[src/rtl/up_sequencer.sv]
// up_sequencer: Moore controller that multiplies R = M * Q (mod 16) on the uPHardware datapath by repeated addition.
// Optional macro WATCHDOG_EN: caps the add loop at MAX_ITER passes and traps in a sticky error state.
module up_sequencer #(
  parameter int unsigned MAX_ITER = 15,
  parameter int unsigned CW       = 7
) (
  input  logic          clk,
  input  logic          rst_n,
  input  logic          start,
  input  logic          ack,
  input  logic          Z,
  output logic [CW-1:0] Control,
  output logic          in_sel,
  output logic          busy,
  output logic          done,
  output logic          err
);

  typedef enum logic [2:0] {
    StIdle,
    StLdm,
    StLdq,
    StTest,
    StAdd,
    StAcc,
    StDone,
    StErr
  } state_t;

  // Control words: [0] OutBus, [1] ld M, [2] clr R, [3] add, [4] dec Q, [5] ld R, [6] ld Q
  localparam logic [CW-1:0] CtrlNone = 7'b0000000;
  localparam logic [CW-1:0] CtrlLdm  = 7'b0000010;
  localparam logic [CW-1:0] CtrlLdq  = 7'b1000100;
  localparam logic [CW-1:0] CtrlAdd  = 7'b0011000;
  localparam logic [CW-1:0] CtrlAcc  = 7'b0100000;
  localparam logic [CW-1:0] CtrlDone = 7'b0000001;

  state_t        r_state;
  state_t        w_nxt;
  logic [CW-1:0] w_ctrl;
  logic [CW-1:0] r_control;
  logic          r_in_sel;
  logic          r_busy;
  logic          r_done;

`ifdef WATCHDOG_EN
  localparam logic [3:0] IterMax = 4'(MAX_ITER);
  logic [3:0] r_iter;
  logic       r_err;
`endif

  always_comb begin
    w_nxt = r_state;
    case (r_state)
      StIdle: if (start) w_nxt = StLdm;
      StLdm:  w_nxt = StLdq;
      StLdq:  w_nxt = StTest;
      StTest: begin
        if (Z) w_nxt = StAdd;
        else   w_nxt = StDone;
`ifdef WATCHDOG_EN
        if (Z && (r_iter == IterMax)) w_nxt = StErr;
`endif
      end
      StAdd:  w_nxt = StAcc;
      StAcc:  w_nxt = StTest;
      StDone: if (ack) w_nxt = StIdle;
      StErr:  w_nxt = StErr;
      default: w_nxt = StIdle;
    endcase
  end

  // Outputs decode the next state so they change on the same edge as r_state.
  always_comb begin
    w_ctrl = CtrlNone;
    case (w_nxt)
      StLdm:   w_ctrl = CtrlLdm;
      StLdq:   w_ctrl = CtrlLdq;
      StAdd:   w_ctrl = CtrlAdd;
      StAcc:   w_ctrl = CtrlAcc;
      StDone:  w_ctrl = CtrlDone;
      default: w_ctrl = CtrlNone;
    endcase
  end

  always_ff @(posedge clk or negedge rst_n) begin
    if (!rst_n) begin
      r_state   <= StIdle;
      r_control <= '0;
      r_in_sel  <= 1'b0;
      r_busy    <= 1'b0;
      r_done    <= 1'b0;
    end else begin
      r_state   <= w_nxt;
      r_control <= w_ctrl;
      r_in_sel  <= (w_nxt == StLdq);
      r_busy    <= (w_nxt != StIdle);
      r_done    <= (w_nxt == StDone);
    end
  end

`ifdef WATCHDOG_EN
  // Counts ADD entries since the operands were loaded; a legal Q=15 reaches the bound with Z=0.
  always_ff @(posedge clk or negedge rst_n) begin
    if (!rst_n) begin
      r_iter <= 4'd0;
      r_err  <= 1'b0;
    end else begin
      if (r_state == StLdq) begin
        r_iter <= 4'd0;
      end else if ((w_nxt == StAdd) && (r_state != StAdd)) begin
        r_iter <= r_iter + 4'd1;
      end
      r_err <= (w_nxt == StErr);
    end
  end

  assign err = r_err;
`else
  assign err = 1'b0;
`endif

  assign Control = r_control;
  assign in_sel  = r_in_sel;
  assign busy    = r_busy;
  assign done    = r_done;

endmodule

[config.mk]
export PLATFORM = sky130hd
export DESIGN_NAME = up_sequencer
export DESIGN_NICKNAME = d
export VERILOG_FILES = /design/src/rtl/up_sequencer.sv
export SDC_FILE = /design/constraint.sdc
export NUM_CORES = 1
export LEC_CHECK = 0
export BUFFER_PORTS_ARGS = -buffer_cell sky130_fd_sc_hd__buf_2
export CORE_AREA = 2 2 39 41
export DETAILED_ROUTE_END_ITERATION = 10
export DIE_AREA = 0 0 41 43
export GPL_TIMING_DRIVEN = 0
export PLACE_DENSITY = 0.68
export RECOVER_POWER = 50
export SYNTH_ARGS = -nofsm -noshare
export SYNTH_HDL_FRONTEND = slang
export SYNTH_SLANG_ARGS = --single-unit
[constraint.sdc]
create_clock -name clk -period 1.25 [get_ports clk]
set_clock_uncertainty 0.1 [all_clocks]
set_input_delay 0.0625 -clock clk [delete_from_list [all_inputs] [get_ports clk]]
set_output_delay 0.0625 -clock clk [all_outputs]
set_load 0.01 [all_outputs]
# == Yosys cells after proc, flatten, opt, wreduce, memory -nomap -nowiden ==
# Cells that the tools add are included.
# W data, S select, Z words.
# op_classes
n_eq_ne,12
mux,5
n_reduce_logical,3
# op_table
operator,n
$pmux W7 S5,1
$eq A3 B3 Y1 const B,7
$pmux W3 S7,1
$eq A3 B2 Y1 const B,3
$eq A3 B1 Y1 const B,2
$mux W3,2
$logic_not A3 Y1,1
$reduce_bool A3 Y1,1
$mux W2,1
$reduce_or A2 Y1,1
# totals
ff_bits,13
elab_cells,25

# == Depth between registers and ports, before layout ==
# logic_depth
word_depth,5
depth_mapped,3

# == Worst setup path after synthesis ==
# OpenSTA, ideal clock, no wires.
# synth_timing
path_type,reg-to-reg
start,register r_state[2]
end,register r_busy (netlist: busy)
setup_ns,0.118
arrival_time_ns,0.880
t_required_ns,1.032
path_slack_ns,0.152
stages_incl_launch_ff,3
path_buffers,0
path_cell_list,dfrtp_1 -> or3_1 -> a21o_1
# synth_between
elab_chain_len,4
elab_cells_between_ends,13
# synth_rtl
element,line,text
"start, declared",38,state_t r_state;
"start signal, assigned",88,r_state <= StIdle;
"start signal, assigned",94,r_state <= w_nxt;
$eq A3 B3 Y1 or $eq A3 B2 Y1 (tied branches),54,case (r_state)
$reduce_or A2 Y1 (no source line),n/a,
$pmux W3 S7 *,54,
$reduce_bool A3 Y1 *,97,r_busy <= (w_nxt != StIdle);
"end signal, assigned",97,
"end, declared",43,logic r_busy;
# Every way passes the cells marked *; elsewhere a longest branch is shown, timed or not.

# == Worst setup path in the final report ==
# Same ends and word-level chain as after synthesis.

==> metrics.cfg <==
[pwr]
cellPowerDensity_nw_per_um2 = 2340
leakagePower_nw = 0.285
vdd_drop_max_mv = 0.683
total_power_mw = 1.37

[synthesis]
netlist_instances = 37
synth_nets = 42
yosys_warnings = 0
ys_types = 19
synth_seq_cells = 10
synth_area_um2 = 444
yosysSeqAreaShare_pct = 56.3
avgSynthCellArea_um2 = 12.0

[clock_tree]
postCtsSetupBuffers = 0
htree_levels = 1
root_buffer = clkbuf_4
clk_path_buf_depth = 2
clk_latency_ps = 280
tritoncts = yes
cts.sinks = 10
path_clk_slew_ps = 70
cts_buffers = 3

[sta]
drv_slew = 0
maxSlewHeadroom_pct = 66.3
final-setup-viol-count = 0
hold_viol_final = 0
min_period_ps = 1140
max_freq_ghz = 0.876
setup_tns_ps = 0
timing.final.crit_share_pct = 91.4
rsz0062_at_grt = no
worst_pin_slew_ps = 505

[worst_setup_path]
rr_worst_depth = 2
path_class = reg2reg
critPathLaunchType = flip-flop
rr_endpoint = busy
critPathSlowestCell = dfrtp_1
critical_path_required_ps = 1320
r2r_slack_ps = 110
worst_setup_path_end_kind = flip-flop
r2r_start = r_state[2]
cp_max_fo = 3
critPathMaxStageDelay_ps = 400
worstPathArrival_ps = 1210
crit_chain = or3_1 > a21o_1

[floorplan]
die_area_um2 = 1760
core_um2 = 1380
die_x_um = 41
start_util_pct = 32.1
num_io_pins = 16
dieHeight_um = 43
rows = 14

[hold_path]
holdPathStages = 3
hp-start = ack
min_path_type = in2reg
min_to = busy

[routing]
firstDrtPassIters = 1
drt_iter0_markers = 0
num_vias = 316
wirelength_um = 790
remaining_drc_errors = 0
postRouteAntennaNets = 0
wl_per_cell_um = 10.8
vias_per_cell = 4.33

[global_route]
grt_pass1_vias = 280
grt_pass1_wl_mm = 1.26
gr-total-overflow = 0
track_usage_pct = 11.3
grt_max_degree = 11
antenna_found_initial = 0

[layout]
drive_above_1_share_pct = 38.6
ff_latch_area_um2 = 250
nFillCells = 143
layout_commonest_cell = buf_2
final_util_pct = 42.2
nets = 63
syn2layout_area_growth_pct = 31.5
num_antenna_cells = 0
multi_input_area_um2 = 146
fin_cells = 73
stdcell_area_um2 = 584
mostFrequentLayoutCells = buf_2, dfrtp_1, buf_4, nor3b_1, clkbuf_1

[outcome]
status = completed

[place]
io_buffer_count = 14
gp_congestion = 0.710
dp_hpwl_um = 568
postPlaceCellArea_um2 = 534
dp.cells = 67

[run]
drv_cap = 0

worst max-delay path by stage:
stage                           from         end  slack [ps]  cells after the start
after detailed placement  r_state[2]        busy         120                      2
final                     r_state[2]        busy         110                      2
after CTS                 r_state[2]        busy         110                      2
after floorplan           r_state[2]        busy         150                      2
after global placement    r_state[2]        busy         120                      2
after global routing      r_state[1]  Control[1]          40                      2
metrics by stage:
stage / hold slack, ps / setup slack [ps]
finish: 17.4 / 108
global route: 24.2 / 39.1
CTS: 18.0 / 111
detailed placement: -168 / 118
global placement: -173 / 125
floorplan: -333 / 152
flip-flops by register name, summed over array words and instances, names as in the netlist:
name     count
r_state      3
done         1
in_sel       1
busy         1
Control      4
cell type report:
type                    count  area share, %
plain buffers               7           8.14
clock buffers               4           6.21
multi-input cells          20           25.1
flip-flops and latches     10           42.8
well taps                  16           3.43
repair buffers             16           14.3
logic make-up (layout without fill, tap and decap cells):
group | Yosys count | count (layout) | synth area share (%)
and+or+nand+nor | 11 | 11 | 17.5
other | 1 | 1 | 0.844
DFF | 10 | 10 | 56.3
AOI/OAI and AO/OA | 7 | 7 | 12.4
muxes | 1 | 1 | 2.25
buffers and inverters | 7 | 27 | 10.7
critical path: cells and delay by family, from the launching register on:
kind            cells  cell delay, ps
flops               1             400
simple gates        1             370
compound gates      1             180
repair_timing:
| item | CTS | global route |
|---|---|---|
| hold buffers | 2 | 0 |
| setup endpoints to repair | 0 | 0 |
| hold endpoints to repair | 11 | 0 |
| gates resized for setup | 0 | 0 |
synthesized netlist by cell type, drive strengths merged:
| cell type | instances | area share [%] |
|---|---|---|
| a21bo | 1 | 2.3 |
| a21boi | 1 | 1.7 |
| a21o | 1 | 1.7 |
| and4b | 1 | 2.3 |
| buf | 7 | 11 |
| conb | 1 | 0.84 |
| dfrtp | 10 | 56 |
| mux2i | 1 | 2.3 |
| nand2 | 1 | 0.84 |
| nand3 | 1 | 1.1 |
| nor2b | 1 | 1.4 |
| nor3b | 5 | 8.5 |
| nor4b | 1 | 2.0 |
| o21a | 1 | 1.7 |
| o21ai | 1 | 1.1 |
| o21ba | 1 | 2.3 |
| o21bai | 1 | 1.7 |
| or3 | 1 | 1.4 |
power by group:
part	total, mW	internal, mW	switching [mW]
Sequential	0.494	0.436	0.0587
Combinational	0.577	0.293	0.284
Clock	0.295	0.177	0.118
layer usage:
metal	track usage, %	wire (um)	up-vias
met2	15.6	349	15
met3	6.28	74	3
met4	8.00	28	0
met5	0	0	-
li1	-	-	162
met1	12.5	337	136
Power figures use the tool's default switching activity.
